### config.mk
export PLATFORM = sky130hd
export DESIGN_NAME = hazard_ctrl
export DESIGN_NICKNAME = d
export VERILOG_FILES = /design/src/rtl/pipeline_pkg.sv /design/src/rtl/hazard_detect.sv /design/src/rtl/hazard_ctrl.sv
export SDC_FILE = /design/constraint.sdc
export NUM_CORES = 1
export LEC_CHECK = 0
export BUFFER_PORTS_ARGS = -buffer_cell sky130_fd_sc_hd__buf_2
export CELL_PAD_IN_SITES_DETAIL_PLACEMENT = 1
export CELL_PAD_IN_SITES_GLOBAL_PLACEMENT = 1
export CORE_MARGIN = 5
export CORE_UTILIZATION = 21
export CTS_BUF_LIST = sky130_fd_sc_hd__clkbuf_8 sky130_fd_sc_hd__clkbuf_16
export DETAILED_ROUTE_END_ITERATION = 10
export PLACE_DENSITY = 0.82
export RECOVER_POWER = 25
export SLEW_MARGIN = 40
export SYNTH_ARGS = -nofsm -noshare
export SYNTH_HDL_FRONTEND = slang
export SYNTH_SLANG_ARGS = --single-unit
### constraint.sdc
create_clock -name clock -period 1.59 [get_ports clock]
set_input_delay 0.159 -clock clock [delete_from_list [all_inputs] [get_ports clock]]
set_output_delay 0.159 -clock clock [all_outputs]
set_load 0.02 [all_outputs]
### src/rtl/pipeline_pkg.sv
// Shared pipeline definitions: hazard FSM states, register-field width and the NOP encoding.
package pipeline_pkg;

  localparam int          REG_W   = 5;
  localparam logic [31:0] NOP_INS = 32'h0000_0000;

  typedef enum logic [1:0] {
    RUN      = 2'b00,
    LU_STALL = 2'b01,
    MEM_WAIT = 2'b10
  } hazard_state_e;

endpackage

### src/rtl/hazard_detect.sv
// Combinational load-use comparator between the load in EX and the source registers in ID.
module hazard_detect
  import pipeline_pkg::*;
(
  input  logic [REG_W-1:0] id_rs,
  input  logic [REG_W-1:0] id_rt,
  input  logic             id_uses_rt,
  input  logic             ex_memread,
  input  logic [REG_W-1:0] ex_rd,
  output logic             lu
);

  // $zero never carries a real dependency, so a load targeting it cannot stall.
  assign lu = ex_memread && (ex_rd != '0) &&
              ((ex_rd == id_rs) || (id_uses_rt && (ex_rd == id_rt)));

endmodule

### src/rtl/hazard_ctrl.sv
// Pipeline hazard controller: load-use stalls, memory-busy freezes and branch/jump flushes.
// Optional performance counters are built only when HAZARD_PERF_CNT_EN is defined.
module hazard_ctrl
  import pipeline_pkg::*;
#(
  parameter int LU_CYCLES = 1,
  parameter int CNT_W     = 16
) (
  input  logic             clock,
  input  logic             reset,
  input  logic [4:0]       id_rs,
  input  logic [4:0]       id_rt,
  input  logic             id_uses_rt,
  input  logic             ex_memread,
  input  logic [4:0]       ex_rd,
  input  logic             branch_taken,
  input  logic             jump,
  input  logic             mem_busy,
  output logic             w_IF_ID,
  output logic             w_pc,
  output logic             flush_IF_ID,
  output logic             bubble_ID_EX,
  output logic [1:0]       state,
  output logic [CNT_W-1:0] stall_cycles,
  output logic [CNT_W-1:0] flush_count
);

  localparam logic [1:0] LU_REM = 2'(LU_CYCLES - 1);

  hazard_state_e state_q, state_d;
  logic [1:0]    rem_q, rem_d;
  logic          pend_q, pend_d;
  logic          lu, redirect;
  logic          hold, flush, bubble;

  hazard_detect u_detect (
    .id_rs      (id_rs),
    .id_rt      (id_rt),
    .id_uses_rt (id_uses_rt),
    .ex_memread (ex_memread),
    .ex_rd      (ex_rd),
    .lu         (lu)
  );

  assign redirect = branch_taken | jump;

  always_ff @(posedge clock or posedge reset) begin
    if (reset) begin
      state_q <= RUN;
      rem_q   <= '0;
      pend_q  <= 1'b0;
    end else begin
      state_q <= state_d;
      rem_q   <= rem_d;
      pend_q  <= pend_d;
    end
  end

  always_comb begin
    state_d = state_q;
    rem_d   = rem_q;
    pend_d  = pend_q;
    hold    = 1'b0;
    flush   = 1'b0;
    bubble  = 1'b0;
    case (state_q)
      LU_STALL: begin
        if (mem_busy) begin
          // The freeze absorbs whatever stall is left; ID re-evaluates afterwards.
          hold    = 1'b1;
          pend_d  = 1'b0;
          rem_d   = '0;
          state_d = MEM_WAIT;
        end else begin
          hold   = 1'b1;
          bubble = 1'b1;
          rem_d  = rem_q - 2'd1;
          if (rem_q <= 2'd1) state_d = RUN;
        end
      end
      MEM_WAIT: begin
        if (mem_busy) begin
          hold   = 1'b1;
          pend_d = pend_q | redirect;
        end else begin
          flush   = pend_q;
          pend_d  = 1'b0;
          state_d = RUN;
        end
      end
      default: begin
        if (mem_busy) begin
          hold    = 1'b1;
          pend_d  = redirect;
          state_d = MEM_WAIT;
        end else if (lu) begin
          hold   = 1'b1;
          bubble = 1'b1;
          if (LU_CYCLES > 1) begin
            rem_d   = LU_REM;
            state_d = LU_STALL;
          end
        end else if (redirect) begin
          flush = 1'b1;
        end
        // The unused encoding behaves as RUN for one cycle, then settles in RUN.
        if (state_q != RUN) begin
          state_d = RUN;
          rem_d   = '0;
          pend_d  = pend_q;
        end
      end
    endcase
  end

  assign w_IF_ID      = hold & ~reset;
  assign w_pc         = hold & ~reset;
  assign flush_IF_ID  = flush & ~reset;
  assign bubble_ID_EX = bubble & ~reset;
  assign state        = state_q;

`ifdef HAZARD_PERF_CNT_EN
  logic [CNT_W-1:0] stall_q, flush_q;

  // Saturating event counters; they stick at all-ones rather than wrap.
  always_ff @(posedge clock or posedge reset) begin
    if (reset) begin
      stall_q <= '0;
      flush_q <= '0;
    end else begin
      if (hold && (stall_q != '1)) stall_q <= stall_q + 1'b1;
      if (flush && (flush_q != '1)) flush_q <= flush_q + 1'b1;
    end
  end

  assign stall_cycles = stall_q;
  assign flush_count  = flush_q;
`else
  assign stall_cycles = '0;
  assign flush_count  = '0;
`endif

endmodule

==> impl_metrics.py <==
metrics = {
    "pwr": {
        "power_density_nw_per_um2": 934,
        "combPwrFrac_pct": 55.7,
        "seq_power_share_pct": 14.6,
        "switchingPower_mw": 0.287,
        "swShare_pct": 43.2,
        "peakVddDrop_v": 0.000388,
        "total_power_mw": 0.664,
        "power_frac_clock_pct": 29.8,
        "p_leak_nw": 0.375,
        "p_int_mw": 0.377,
    },
    "sta": {
        "slew_violations": 0,
        "setup_violations": 0,
        "fin_setup_tns_ns": 0,
        "timing.final.crit_share_pct": 97.3,
        "final-hold-violation-count": 0,
        "fin_ws_ns": 0.0430,
        "period_needed_ns": 1.55,
        "fmax_mhz": 646,
        "skew_ns": 0.00183,
        "rsz0062_at_grt": "no",
    },
    "yosys": {
        "synth_compound_area_share_pct": 10.4,
        "synth_most_common_cell": "buf_4",
        "async_reset_ff_share_pct": 100,
        "syn_area_um2": 556,
        "ys.flop_type": "dfrtp_1",
        "synth_xor_area_share_pct": 17.3,
        "synth_top_family_by_area": "buffers and inverters",
        "synth_adder_area_share_pct": 2.25,
        "yosys.area_share.simple_pct": 11.7,
        "synth_cell_types": 22,
        "yosysTopAreaCellShare_pct": 45.9,
        "synth_area_leaders": "buf_4 (46%), xor2_1 (9.5%), dfrtp_1 (9.0%)",
        "ys_top_cells_by_count": "buf_4 (34), xor2_1 (6), xnor2_1 (5)",
        "avgSynthCellArea_um2": 7.72,
        "synth_seq_area_share_pct": 9.01,
        "synthCells": 72,
        "synth_mux_area_share_pct": 0,
        "ys.warnings.count": 0,
        "yosysTopAreaCell": "buf_4",
        "synth-edff-count": 0,
        "synth_seq_cells": 2,
    },
    "placed_design": {
        "hpwl_um": 1290,
        "pre_cts_ws_ns": 0.00116,
        "place_area_um2": 599,
        "place.gp.congestion": 0.644,
        "numPortBuffers": 26,
    },
    "min_path": {
        "min_from": "branch_taken",
        "min_path_type": "primary input to register",
    },
    "setup_path": {
        "worstSetupStartpointType": "primary input",
        "slowest_delay_ns": 0.55,
        "rr_startpoint": "state[1]",
        "critPathSlowestCell": "or4_4",
        "startpoint": "ex_rd[0]",
        "cp_max_fo": 3,
        "crit_required_ns": 1.43,
        "cp-end-kind": "primary output",
        "regToRegSetupSlack_ns": 0.46,
        "path_cells": "buf_2 > or4_4 > o21ai_4 > a32o_1 > a21o_1 > buf_4",
        "arrival_ns": 1.39,
        "crit_type": "primary input to primary output",
    },
    "cells_and_area": {
        "diodes": 0,
        "area_growth_pct": 27.9,
        "final_area_um2": 711,
        "num-fill-cells": 344,
        "drive_gt1_share_pct": 37.6,
        "fin_util_pct": 28.4,
        "nNetsFinal": 126,
    },
    "grt": {
        "antenna_found_initial": 0,
        "grt_pass1_wl_um": 2080,
        "grt_pass1_vias": 513,
        "grt_overflow": 0,
        "gr-usage-all-layers_pct": 7.60,
        "grt_max_degree": 8,
    },
    "die": {
        "std_cell_rows": 18,
        "fp.coreArea_um2": 2500,
        "ios": 60,
        "die_area_um2": 3770,
        "initial_core_util_pct": 22.2,
        "die_y_um": 61.4,
        "die_w_um": 61.4,
    },
    "clock_tree": {
        "cts.sinks": 2,
        "clock_path_buffers": 2,
        "path_clk_slew_ns": 0.03,
        "cts_root_buf": "clkbuf_8",
        "cts_tree": "built",
        "worstSkewPairLatency_ns": 0.21,
        "cts_max_level": 1,
        "cts_buffers": 3,
    },
    "detailed_routing": {
        "drc": 0,
        "wl_per_cell_um": 11.1,
        "vias_per_cell": 3.64,
        "wirelength_um": 1460,
        "firstDrtPassIters": 2,
        "ant_nets": 0,
        "drtIter0Drc": 4,
        "vias": 477,
    },
    "run": {
        "drv_cap": 0,
    },
    "run_status": {
        "outcome": "finished clean",
    },
}
==> cell usage in the layout (no fill, tap or decap), types with 2 or more instances in the layout <==
cell	n
buf_2	22
buf_4	3
buf_6	2
clkbuf_8	3
conb_1	33
dfrtp_1	2
inv_1	2
nor2_1	4
xnor2_1	5
xor2_1	6
==> sequential cells by signal (all words and copies together), names as in the netlist <==
register  cells
pend_q        1
state         1
==> metrics by stage <==
| stage | instances | hold WS (ns) |
|---|---|---|
| 2_1_floorplan | 104 | -0.0915 |
| 3_3_place_gp | 126 | 0.0544 |
| 3_5_place_dp | 126 | 0.0657 |
| 4_1_cts | 130 | 0.352 |
| 5_1_grt | 131 | 0.388 |
| 6_report | 131 | 0.354 |
==> path summary, 6_finish.rpt <==
check                      depth (start not counted)     endpoint
min in group asynchronous                          3     state[1]
max                                                6  flush_IF_ID
max reg2reg                                        5       pend_q
min                                                4       pend_q
min reg2reg                                        1       pend_q
max in group asynchronous                          3       pend_q
==> logic make-up (layout without fill, tap and decap cells) <==
group                      after synthesis  count (layout)
other                                    1              33
AOI/OAI and AO/OA                        7               7
adders and majority gates                1               1
xor gates and xnor gates                11              11
and+or+nand+nor                         12              12
buffers and inverters                   38              35
DFF                                      2               2
==> power groups by stage <==
stage / sequential [mW] / combinational [mW] / clock, mW
2_1_floorplan: 0.106 / 0.283 / 0
3_3_place_gp: 0.0926 / 0.320 / 0
3_5_place_dp: 0.0939 / 0.334 / 0
4_1_cts: 0.0958 / 0.342 / 0.203
5_1_grt: 0.0997 / 0.401 / 0.208
6_report: 0.0966 / 0.370 / 0.198
==> timing repair <==
item / CTS / global route
endpoints found under the setup margin: 1 / 3
setup buffers: 0 / 1
endpoints found under the hold margin: 2 / 0
gates resized for setup: 2 / 10
pin swaps: 0 / 2
hold buffers: 1 / 0
==> final cells by class <==
type	count	area, um^2	share of cell area [%]
clock buffer	3	41.3	5.81
multi-input combinational	64	402	56.5
timing repair buffer	29	169	23.8
sequential	2	50.0	7.04
inverter	3	11.3	1.58
tap	30	37.5	5.28
==> critical path, delay by kind of cell <==
family,cells,cell delay [ns]
and+or+nand+nor,1,0.55
AOI/OAI and AO/OA,3,0.43
buffers and inverters,2,0.26
==> per-layer routing <==
| layer | global-route usage [%] | share of wire [%] | wire (um) | vias up |
|---|---|---|---|---|
| li1 | - | - | - | 228 |
| met1 | 6.48 | 29 | 420 | 221 |
| met2 | 15.0 | 59 | 863 | 26 |
| met3 | 3.14 | 12 | 168 | 2 |
| met4 | 3.64 | 0.41 | 6 | 0 |
| met5 | 0 | 0 | 0 | - |
No activity file was read; power rests on OpenSTA's default activity.
